[config.mk]
export PLATFORM = sky130hd
export DESIGN_NAME = cam_bien_san_pham
export DESIGN_NICKNAME = d
export VERILOG_FILES = /design/src/rtl/cam_bien_san_pham_pkg.sv /design/src/rtl/cam_bien_san_pham_dong_bo_2ff.sv /design/src/rtl/cam_bien_san_pham.sv
export SDC_FILE = /design/constraint.sdc
export NUM_CORES = 1
export LEC_CHECK = 0
export BUFFER_PORTS_ARGS = -buffer_cell sky130_fd_sc_hd__buf_2
export CORE_MARGIN = 2
export CORE_UTILIZATION = 55
export DETAILED_ROUTE_END_ITERATION = 7
export HOLD_SLACK_MARGIN = 0.15
export PLACE_DENSITY_LB_ADDON = 0.15
export REMOVE_ABC_BUFFERS = 1
export SETUP_SLACK_MARGIN = 0.4
export SYNTH_ARGS = -nofsm -noshare
export SYNTH_HDL_FRONTEND = slang
export SYNTH_SLANG_ARGS = --single-unit
[constraint.sdc]
create_clock -name i_clk -period 3 [get_ports i_clk]
set_input_delay 0.15 -clock i_clk [delete_from_list [all_inputs] [get_ports i_clk]]
set_output_delay 0.15 -clock i_clk [all_outputs]
set_load 0.02 [all_outputs]
[src/rtl/cam_bien_san_pham_pkg.sv]
// Shared definitions for the product-sensor front end: FSM state encoding and default timing.
package cam_bien_san_pham_pkg;

    typedef enum logic [2:0] {
        ST_IDLE    = 3'd0,
        ST_ARM     = 3'd1,
        ST_PRESENT = 3'd2,
        ST_RELEASE = 3'd3,
        ST_JAM     = 3'd4
    } state_e;

    localparam int DEF_DEBOUNCE_CYCLES = 4;
    localparam int DEF_JAM_CYCLES      = 20;

endpackage

[src/rtl/cam_bien_san_pham_dong_bo_2ff.sv]
// Two-flop synchronizer for asynchronous board pins; both stages reset to 0.
module dong_bo_2ff #(
    parameter int WIDTH = 1
) (
    input  logic             i_clk,
    input  logic             i_rst_n,
    input  logic [WIDTH-1:0] i_d,
    output logic [WIDTH-1:0] o_q
);

    logic [WIDTH-1:0] r_ff1;
    logic [WIDTH-1:0] r_ff2;

    always_ff @(posedge i_clk or negedge i_rst_n) begin
        if (!i_rst_n) begin
            r_ff1 <= '0;
            r_ff2 <= '0;
        end else begin
            r_ff1 <= i_d;
            r_ff2 <= r_ff1;
        end
    end

    assign o_q = r_ff2;

endmodule

[src/rtl/cam_bien_san_pham.sv]
// Light-barrier front end: debounces the beam, emits one pulse per product,
// runs the belt and halts it on a jam until an operator clears it.
module cam_bien_san_pham
    import cam_bien_san_pham_pkg::*;
#(
    parameter int DEBOUNCE_CYCLES = DEF_DEBOUNCE_CYCLES,
    parameter int JAM_CYCLES      = DEF_JAM_CYCLES
) (
    input  logic i_clk,
    input  logic i_rst_n,
    input  logic i_sensor_raw,
    input  logic i_stop,
    input  logic i_jam_clr,
    output logic o_product_pulse,
    output logic o_product_present,
    output logic o_conveyor_run,
    output logic o_jam
);

    localparam int CW = $clog2(JAM_CYCLES + 1);
    localparam logic [CW-1:0] DEB_LAST = CW'(DEBOUNCE_CYCLES - 1);
    localparam logic [CW-1:0] JAM_LAST = CW'(JAM_CYCLES - 1);
    localparam logic [CW-1:0] CNT_MAX  = '1;

    logic          w_sensor_s;
    state_e        r_state;
    state_e        w_next;
    logic          w_cnt_inc;
    logic [CW-1:0] r_cnt;

    dong_bo_2ff #(.WIDTH(1)) u_sync (
        .i_clk   (i_clk),
        .i_rst_n (i_rst_n),
        .i_d     (i_sensor_raw),
        .o_q     (w_sensor_s)
    );

    // A falling sensor always wins over a terminal count in the same cycle.
    always_comb begin
        w_next    = r_state;
        w_cnt_inc = 1'b0;
        case (r_state)
            ST_IDLE: begin
                if (w_sensor_s) w_next = ST_ARM;
            end
            ST_ARM: begin
                if (!w_sensor_s)           w_next = ST_IDLE;
                else if (r_cnt == DEB_LAST) w_next = ST_PRESENT;
                else                        w_cnt_inc = 1'b1;
            end
            ST_PRESENT: begin
                if (!w_sensor_s) w_next = ST_RELEASE;
                else if (!i_stop) begin
                    if (r_cnt == JAM_LAST) w_next = ST_JAM;
                    else                   w_cnt_inc = 1'b1;
                end
            end
            ST_RELEASE: begin
                if (w_sensor_s)             w_next = ST_PRESENT;
                else if (r_cnt == DEB_LAST) w_next = ST_IDLE;
                else                        w_cnt_inc = 1'b1;
            end
            ST_JAM: begin
                if (i_jam_clr && !w_sensor_s) w_next = ST_IDLE;
            end
            default: w_next = ST_IDLE;
        endcase
    end

    always_ff @(posedge i_clk or negedge i_rst_n) begin
        if (!i_rst_n) begin
            r_state <= ST_IDLE;
            r_cnt   <= '0;
        end else begin
            r_state <= w_next;
            if (w_next != r_state)                 r_cnt <= '0;
            else if (w_cnt_inc && r_cnt != CNT_MAX) r_cnt <= r_cnt + CW'(1);
        end
    end

    // Outputs are decoded from the next state so they line up with the state register.
    always_ff @(posedge i_clk or negedge i_rst_n) begin
        if (!i_rst_n) begin
            o_product_pulse   <= 1'b0;
            o_product_present <= 1'b0;
            o_conveyor_run    <= 1'b0;
            o_jam             <= 1'b0;
        end else begin
            o_product_pulse   <= (r_state == ST_ARM) && (w_next == ST_PRESENT);
            o_product_present <= (w_next == ST_PRESENT) || (w_next == ST_RELEASE) ||
                                 (w_next == ST_JAM);
            o_conveyor_run    <= !i_stop && (w_next != ST_JAM);
            o_jam             <= (w_next == ST_JAM);
        end
    end

endmodule

==> run_results.csv, run 1 <==
group,metric,value,unit
place,hpwl,1010,um
place,port_buffers,8,
routing,postRouteAntennaNets,0,
global_routing,grt-ovfl-total,0,
setup_path,worstSetupStartpoint,"r_cnt[0]",
setup_path,timing.rr.start,"r_cnt[0]",
power,combPwrFrac,0.076,
synthesis,avgSynthCellArea,11.3,um^2
setup_path,critPathTopFamily,"simple AND/OR/NAND/NOR gates",
power,vdd_ir_drop_max,0.293,mV
setup_path,crit_path_end,"r_cnt[3]",
status,outcome,"finished, final reports clean",
min_path,hold_path_class,"in2async",
routing,wirelength,1400,um
setup_path,r2r_end,"r_cnt[3]",
routing,drt_iter0_drc,16,
floorplanning,num_rows,13,
power,power.share.switching,0.223,
floorplanning,dieArea,1690,um^2
cells_and_area,layout.nets,88,
setup_path,cp_max_fo,5,
sta,hold_viol_final,0,
cts,cts_buffers,3,
setup_path,cp_common_cell,"ha_1",
cells_and_area,final_cell_mix,"14 x dfrtp_1, 8 x buf_2, 6 x a21oi_1, 4 x nand3_1",
cells_and_area,diodes,0,
cts,cts_resized,0,
setup_path,worstSetupPathType,"reg2reg",
floorplanning,ios,9,
floorplanning,die_w,41.1,um
cts,cts_buffer_depth,2,
cells_and_area,layout_commonest_cell,"dfrtp_1",
synthesis,ys_warn_count,0,
sta,report.final.slew_viol_count,0,
sta,min_period,2.24,ns
cells_and_area,area_growth,14.5,%
floorplanning,core_area,1300,um^2
synthesis,ys_types,34,
routing,wl_per_cell,14.7,um
setup_path,cp-end-kind,"register",
setup_path,slowest_delay,0.42,ns
sta,min_period_over_period,0.746,
sta,fin_ws,0.761,ns
sta,fin_tns_setup,0,ns
power,powerDensity,414,nW/um^2
setup_path,worst_ep_required_time,3.15,ns
power,p_int,279,uW
sta,slew_headroom,0.649,
synthesis,synth_edf_count,0,
power,pwr-share-clk,0.372,
global_routing,grt.total_usage,0.194,
global_routing,antenna_found_initial,0,
setup_path,critPathArrivalTime,2.39,ns
synthesis,synth_top_cell_by_area,"dfrtp_1",
synthesis,synthCells,67,
synthesis,synthFlopType,"dfrtp_1",
setup_path,path_cells,"ha_1, and3_1, ha_1, or2b_1, nor4_1, o2111ai_1, mux2i_1",
cts,clock_latency,0.28,ns
routing,drt_pass1_iterations,4,
power,p_seq_frac,0.552,
sta,rsz0062_at_grt,"false",
routing,drcViolationCount,0,
sta,skew,0.00326,ns
place,place_congestion,0.812,
setup_path,path_depth,7,
cts,cts_root_buffer,"clkbuf_4",
sta,max_freq,0.447,GHz
cts,clock_sinks,14,
power,switching_power,80.0,uW
synthesis,yosys_register_bits,14,
sta,worst_pin_slew,0.522,ns
synthesis,synthTopCellsByArea,"dfrtp_1 46%, a21oi_1 4.0%, nor4b_2 4.0%, ha_1 3.3%, nor4bb_4 3.3%",
cts,cts_tree,"done",
routing,vias,565,
sta,holdWs,0.284,ns
synthesis,async_flop_share,1.00,
setup_path,rrSetupSlack,0.76,ns
routing,vias_per_cell,5.95,
flow_run,maxCapViolations,0,
setup_path,slowest_stage,"dfrtp_1",
cts,clkTransAtPathRegs,0.08,ns
floorplanning,die_y,41.1,um
sta,setup_violations,0,
synthesis,ys_seq_area_frac,0.462,
setup_path,critPathBufInv,0,
place,place_ws,0.800,ns
synthesis,syn_area,758,um^2
setup_path,reg2reg_depth,7,
global_routing,grt_pass1_vias,492,
setup_path,startpoint_type,"register",
global_routing,grt_max_degree,15,
floorplanning,start_util,0.583,
global_routing,grt_pass1_wl,2090,um
power,leakagePower,0.000404,uW
cells_and_area,drive_gt1_frac,0.238,
synthesis,synth_top_area_frac,0.462,
cts,cts.htree.levels,1,
==> stage by stage <==
step	area, um^2	total power [uW]	util	std cells
global route	868	375	0.667	95
finish	868	359	0.667	95
CTS	868	362	0.667	95
global placement	802	226	0.616	88
floorplan	743	215	-	65
detailed placement	802	227	0.616	88
==> cells in the mapped netlist (2+ instances only) <==
cell type / number
a21oi_1: 6
inv_1: 3
ha_1: 2
o211ai_1: 2
mux2i_1: 2
buf_4: 2
o21ai_0: 3
and3_1: 2
dfrtp_1: 14
nand3_1: 4
nor2_1: 3
nor4b_2: 2
==> layer usage <==
metal	global-route usage	up-vias	share of wire
met5	0	-	0
met3	0.0326	2	0.037
li1	-	283	-
met4	0.0968	0	0.0086
met2	0.289	14	0.46
met1	0.267	266	0.50
==> power groups by stage <==
stage / clock network (uW) / registers, uW / logic (uW)
4_1_cts: 136 / 198 / 27.8
3_5_place_dp: 0 / 202 / 24.8
5_1_grt: 145 / 199 / 31.0
2_1_floorplan: 0 / 201 / 14.0
6_report: 134 / 198 / 27.3
3_3_place_gp: 0 / 201 / 24.2
==> flip-flops by register name, summed over array words and instances, names as in the netlist <==
| register | count |
|---|---|
| o_conveyor_run | 1 |
| u_sync.o_q | 1 |
| o_product_present | 1 |
| u_sync.r_ff1 | 1 |
| r_cnt | 5 |
| o_jam | 1 |
| o_product_pulse | 1 |
| r_state | 3 |
==> layout make-up <==
| cell class | instances | area (um^2) |
|---|---|---|
| inverters | 3 | 11.3 |
| flip-flops and latches | 14 | 350 |
| multi-input cells | 48 | 382 |
| fillers | 92 | 433 |
| repair buffers | 11 | 70.1 |
| well taps | 15 | 18.8 |
| clock buffers | 4 | 36.3 |
==> how the worst min path moves through the flow <==
stage	slack, ns	to	startpoint	cells after the start
6_report	0.28	o_jam	i_rst_n	2
5_1_grt	0.34	o_conveyor_run	i_rst_n	2
4_1_cts	0.30	o_jam	i_rst_n	2
3_5_place_dp	0.06	r_state[0]	i_rst_n	1
3_3_place_gp	0.06	r_cnt[2]	i_rst_n	1
2_1_floorplan	-0.15	o_conveyor_run	i_rst_n	0
==> cell families after synthesis <==
logic type | share of synthesized area
buffers and inverters | 0.0346
flip-flops | 0.462
XOR/XNOR | 0.0231
AND/OR/NAND/NOR | 0.259
adder cells (fa/ha/maj) | 0.0330
multiplexers | 0.0264
AO/OA/AOI/OAI | 0.162
==> worst register-to-register path: stages, from the launching register on <==
cell,delay [ns]
dfrtp_1,0.42
ha_1,0.26
and3_1,0.20
ha_1,0.21
or2b_1,0.24
nor4_1,0.40
o2111ai_1,0.23
mux2i_1,0.16
==> timing repair <==
item / CTS / global route
setup buffers: 0 / 0
hold buffers: 3 / 0
hold endpoints to repair: 16 / 0
Power figures use the tool's default switching activity.
==> run 2, diff against run 1 <==
Settings changed: CORE_UTILIZATION 55 to 54.
Clock period 3 ns to 2.2 ns, I/O delays scaled along.
==> run 2 against run 1 <==
Final cell count is 13% higher; critical path type unchanged; power rose by 46%; utilization increased by 13 points; critical path depth unchanged; sequential share of layout area shrank 6.6 points.
==> run_results.csv, run 2 (same netlist as run 1, synthesis figures left out) <==
group,metric,value,unit
floorplanning,dieArea,1720,um^2
setup_path,cp_max_fo,4,
setup_path,cp-end-kind,"register",
sta,skew,0.00142,ns
global_routing,grt_pass1_wl,3050,um
setup_path,worst_ep_required_time,2.43,ns
floorplanning,start_util,0.583,
setup_path,critPathArrivalTime,2.22,ns
power,pwr-share-clk,0.372,
sta,rsz0062_at_grt,"true",
cts,cts_buffer_depth,2,
cells_and_area,layout.nets,100,
sta,max_freq,0.502,GHz
power,leakagePower,0.000466,uW
sta,report.final.slew_viol_count,0,
routing,wirelength,1870,um
global_routing,grt-ovfl-total,0,
power,p_seq_frac,0.515,
flow_run,maxCapViolations,0,
global_routing,antenna_found_initial,0,
global_routing,grt.total_usage,0.236,
routing,drcViolationCount,0,
global_routing,grt_max_degree,15,
floorplanning,die_w,41.5,um
cts,cts_tree,"done",
power,switching_power,130,uW
cells_and_area,largest_reg_flops,5,
cells_and_area,final_cell_mix,"14 x dfrtp_1, 11 x buf_4, 8 x buf_2, 5 x a21oi_1, 4 x nand3_1",
cts,clock_sinks,14,
cells_and_area,fillCellCount,79,
setup_path,slowest_delay,0.46,ns
floorplanning,num_rows,13,
status,outcome,"finished, final reports clean",
cells_and_area,regArea,350,um^2
min_path,hold_path_class,"in2async",
sta,min_period,1.99,ns
power,combPwrFrac,0.113,
routing,drt_iter0_drc,9,
cells_and_area,drive_gt1_frac,0.446,
cts,cts_buffers,3,
cts,clock_latency,0.29,ns
sta,slew_headroom,0.674,
cells_and_area,final_core_util,0.798,
sta,worst_pin_slew,0.485,ns
place,place_congestion,0.840,
power,power.total,524,uW
cts,cts.htree.levels,1,
floorplanning,core_area,1300,um^2
cts,cts_root_buffer,"clkbuf_4",
sta,fin_tns_setup,0,ns
place,place_ws,0.00951,ns
setup_path,startpoint_type,"register",
sta,min_period_over_period,0.906,
setup_path,worstSetupPathType,"reg2reg",
routing,wl_per_cell,17.5,um
power,powerDensity,504,nW/um^2
cells_and_area,multi_input_area,458,um^2
cells_and_area,top_regs,"r_cnt (5), r_state (3)",
floorplanning,ios,9,
routing,vias_per_cell,5.99,
floorplanning,die_y,41.5,um
power,power.share.switching,0.248,
power,p_int,394,uW
global_routing,grt_pass1_vias,648,
cells_and_area,layout_commonest_cell,"dfrtp_1",
sta,hold_viol_final,0,
routing,drt_pass1_iterations,4,
routing,vias,641,
setup_path,path_cells,"ha_2, and3_4, ha_4, or2b_1, or4_4, a21o_1, a21oi_2",
cells_and_area,diodes,0,
place,port_buffers,8,
cts,clkTransAtPathRegs,0.09,ns
sta,setup_violations,0,
power,vdd_ir_drop_max,0.350,mV
routing,postRouteAntennaNets,0,
cells_and_area,area_growth,37.0,%
cells_and_area,regMostFlops,"r_cnt",
sta,fin_ws,0.206,ns
place,hpwl,1150,um
setup_path,slowest_stage,"or4_4",
-- run 2: changes by cell type in the layout (fill, tap and decap cells not counted), sizes merged --
cell / previous run / this run
buf: 8 / 20
-- run 2: power by group through the flow --
stage / registers, uW / clock network, uW / logic (uW)
global placement: 275 / 0 / 35.1
detailed placement: 275 / 0 / 37.0
global route: 271 / 205 / 63.9
CTS: 269 / 192 / 50.9
finish: 270 / 195 / 59.2
floorplan: 275 / 0 / 19.1
-- run 2: critical path, delay by kind of cell, from the launching register on --
family                     cells  cell delay [ns]
and+or+nand+nor                3             0.86
DFF                            1             0.40
adders and majority gates      2             0.35
AOI/OAI and AO/OA              2             0.31
-- run 2: metal layers --
metal | track usage | wire length, um | vias to the layer above | part of all wire
li1 | - | - | 305 | -
met1 | 0.314 | 854 | 315 | 0.46
met2 | 0.372 | 912 | 16 | 0.49
met3 | 0.0391 | 59 | 5 | 0.032
met4 | 0.116 | 44 | 0 | 0.024
met5 | 0 | 0 | - | 0
-- run 2: final timing paths --
path	slack, ns	from	to	depth (start not counted)
worst max-delay path	0.21	r_cnt[1]	r_cnt[0]	7
worst min-delay path	0.24	i_rst_n	o_jam	2
worst max register to register	0.21	r_cnt[1]	r_cnt[0]	7
worst min register to register	0.36	u_sync.r_ff1	u_sync.o_q	0
max in group asynchronous	1.72	i_rst_n	r_cnt[3]	2
min in group i_clk	0.33	i_jam_clr	o_jam	4
-- run 2: final cells by class --
class / count / share of cell area
inverter: 3 / 0.0108
multi-input combinational: 48 / 0.441
sequential: 14 / 0.337
clock buffer: 4 / 0.0349
tap: 15 / 0.0181
timing repair buffer: 23 / 0.158
-- run 2: timing repair --
item                                    in CTS  in global routing
gates resized for setup                     10                  8
endpoints found under the hold margin       16                  0
hold buffers                                 3                  0
pin swaps                                    6                  4
buffers inserted                             6                  3
endpoints found under the setup margin       5                  8
-- run 2: through the flow --
stage / instance area [um^2] / instances / hold slack (ns)
after floorplan: 743 / 65 / -0.186
after global placement: 825 / 91 / 0.0192
after detailed placement: 825 / 91 / 0.0249
after CTS: 985 / 104 / 0.255
after global routing: 1040 / 107 / 0.277
final: 1040 / 107 / 0.241
==> run 3, diff against run 2 <==
Settings changed: ABC_AREA set to 1, CORE_UTILIZATION 54 to 39.
==> run 3 against run 2 <==
Clock skew rose by 0.0071 ns; highest routed layer unchanged; sequential share of layout area rose by 7.3 points; first-iteration DRC count rose by 22%; utilization fell by 30 points; global-route usage fell by 9.4 points; largest power group unchanged; die area rose by 28%; largest cell class is now sequential cells.
==> run_results.csv, run 3 <==
group,metric,value,unit
setup_path,reg2reg_depth,9,
setup_path,cp_common_cell,"nand2_1",
sta,setup_violations,0,
status,outcome,"finished, final reports clean",
global_routing,antenna_found_initial,0,
sta,worst_pin_slew,0.305,ns
synthesis,synth-compound-area-share,0.0629,
cts,cts_root_buffer,"clkbuf_4",
synthesis,synth-simple-area-share,0.350,
synthesis,syn_area,716,um^2
routing,drt_iter0_drc,11,
synthesis,synth.most_common_cell,"nand2_1",
cells_and_area,drive_gt1_frac,0.235,
place,port_buffers,8,
setup_path,slowest_stage,"dfrtp_1",
cells_and_area,diodes,0,
power,p_int,489,uW
cells_and_area,final_cell_mix,"20 x nand2_1, 14 x dfrtp_1, 8 x inv_1, 8 x nor2_1, 8 x buf_2",
place,hpwl,966,um
cts,clkTransAtPathRegs,0.08,ns
global_routing,grt_max_degree,15,
synthesis,ys_seq_area_frac,0.490,
routing,drcViolationCount,0,
routing,drt_pass1_iterations,4,
floorplanning,ios,9,
sta,report.final.slew_viol_count,0,
routing,vias_per_cell,4.84,
place,place_congestion,0.810,
setup_path,critPathArrivalTime,1.77,ns
sta,skew,0.00848,ns
synthesis,synth_top_family_by_area,"simple AND/OR/NAND/NOR gates",
place,place_ws,0.663,ns
cts,cts_tree,"done",
sta,min_period,1.57,ns
cells_and_area,largest_reg_flops,5,
power,switching_power,284,uW
setup_path,rrSetupSlack,0.63,ns
power,pwr-share-clk,0.235,
floorplanning,core_area,1730,um^2
cts,cts_resized,0,
power,power.share.switching,0.368,
floorplanning,die_w,46.8,um
synthesis,synthFlopType,"dfrtp_1",
cts,cts_buffer_depth,2,
setup_path,startpoint_type,"register",
cells_and_area,area_growth,19.2,%
setup_path,cp-end-kind,"register",
cells_and_area,final_cell_area,853,um^2
routing,postRouteAntennaNets,0,
place,placed_area,787,um^2
routing,wl_per_cell,10.2,um
sta,rsz0062_at_grt,"false",
cells_and_area,final_core_util,0.494,
synthesis,synth_xor_area_frac,0,
setup_path,cp_max_fo,8,
setup_path,crit_path_end,"r_cnt[2]",
floorplanning,die_y,46.8,um
global_routing,grt.total_usage,0.142,
sta,min_period_over_period,0.712,
global_routing,grt_pass1_vias,544,
power,power.total,773,uW
setup_path,worstSetupStartpoint,"r_cnt[0]",
setup_path,slowest_delay,0.40,ns
sta,fin_ws,0.634,ns
cells_and_area,regMostFlops,"r_cnt",
sta,max_freq,0.638,GHz
power,combPwrFrac,0.335,
floorplanning,dieArea,2190,um^2
min_path,hold_path_class,"in2reg",
power,p_seq_frac,0.430,
cells_and_area,layout_commonest_cell,"nand2_1",
cells_and_area,regArea,350,um^2
cells_and_area,top_regs,"r_cnt (5), r_state (3)",
synthesis,yosys_register_bits,14,
synthesis,synthTopCellsByArea,"dfrtp_1 49%, nand2_1 10%, nand3_1 4.9%, nand4_1 4.4%, nand3_2 4.2%",
setup_path,worstSetupPathType,"reg2reg",
cts,clock_latency,0.28,ns
synthesis,synth_common_cells,"20 x nand2_1, 14 x dfrtp_1, 8 x inv_1, 8 x nor2_1, 7 x nand3_1",
cts,cts.htree.levels,1,
power,vdd_ir_drop_max,0.473,mV
routing,vias,615,
synthesis,yosys.area_share.adder,0.0350,
synthesis,synth_top_area_frac,0.490,
synthesis,synth.area.mux_share,0,
synthesis,synth_edf_count,0,
synthesis,avgSynthCellArea,8.23,um^2
synthesis,synthCells,87,
setup_path,worst_ep_required_time,2.40,ns
routing,wirelength,1300,um
synthesis,ys_types,17,
setup_path,timing.rr.start,"r_cnt[0]",
setup_path,path_cells,"ha_1, nand2_1, nor2_1, ha_1, inv_1, nand3_1, nand2_1, nand2_1, nor2_1",
sta,fin_tns_setup,0,ns
floorplanning,num_rows,15,
power,leakagePower,0.000421,uW
synthesis,async_flop_share,1.00,
cts,clock_sinks,14,
sta,hold_viol_final,0,
cts,cts_buffers,3,
power,powerDensity,906,nW/um^2
synthesis,ys_warn_count,0,
flow_run,maxCapViolations,0,
cells_and_area,fillCellCount,182,
floorplanning,start_util,0.414,
cells_and_area,layout.nets,110,
cells_and_area,multi_input_area,320,um^2
global_routing,grt_pass1_wl,2150,um
setup_path,r2r_end,"r_cnt[2]",
global_routing,grt-ovfl-total,0,
sta,slew_headroom,0.797,
synthesis,synth_top_cell_by_area,"dfrtp_1",
## run 3: cell count changes in the layout (fill, tap and decap cells not counted), moves of 3 or more
cell | before | now
nor2_1 | 3 | 8
inv_2 | 0 | 4
buf_4 | 11 | 0
nand4_1 | 0 | 5
nand3_1 | 4 | 7
nand2_1 | 0 | 20
o21ai_0 | 0 | 4
nand3_2 | 0 | 3
inv_1 | 3 | 8
## run 3: critical path, delay by kind of cell, from the launching register on
| kind | cells | cell delay (ns) |
|---|---|---|
| DFF | 1 | 0.40 |
| adders and majority gates | 2 | 0.44 |
| and+or+nand+nor | 6 | 0.46 |
| buffers and inverters | 1 | 0.20 |
## run 3: area by class of cell
type	count	area share
clock buffers	4	0.0425
repair buffers	11	0.0821
inverters	12	0.0528
multi-input cells	61	0.375
well taps	25	0.0367
flip-flops and latches	14	0.411
## run 3: how the worst min path moves through the flow
stage	startpoint	to	slack [ns]	depth (start not counted)
6_report	i_jam_clr	o_jam	0.20	4
3_3_place_gp	i_rst_n	o_product_present	0.02	1
4_1_cts	i_jam_clr	o_jam	0.20	4
5_1_grt	i_jam_clr	o_jam	0.23	4
3_5_place_dp	i_rst_n	o_product_present	0.02	1
2_1_floorplan	i_rst_n	o_conveyor_run	-0.19	0
## run 3: power by group through the flow
stage | sequential (uW) | clock, uW | combinational (uW)
after global routing | 338 | 201 | 298
after floorplan | 343 | 0 | 190
after detailed placement | 338 | 0 | 257
after CTS | 333 | 187 | 263
final | 332 | 181 | 259
after global placement | 337 | 0 | 255
## run 3: cell families after synthesis
group                      after synthesis
and+or+nand+nor                         50
DFF                                     14
buffers and inverters                   12
AOI/OAI and AO/OA                        9
adders and majority gates                2
## run 3: through the flow
step | instances | hold WS [ns]
after global placement | 120 | 0.0241
after detailed placement | 120 | 0.0211
after floorplan | 87 | -0.186
after CTS | 127 | 0.198
final | 127 | 0.200
after global routing | 127 | 0.228
## run 3: what timing repair did
| item | 4_1_cts | 5_1_grt |
|---|---|---|
| buffers inserted | 0 | 0 |
| hold buffers | 3 | 0 |
| hold endpoints to repair | 16 | 0 |
## run 3: routing by layer
layer | routed length (um) | track usage | vias up
li1 | - | - | 314
met1 | 591 | 0.160 | 283
met2 | 609 | 0.238 | 14
met3 | 68 | 0.0577 | 4
met4 | 28 | 0.0611 | 0
met5 | 0 | 0 | -
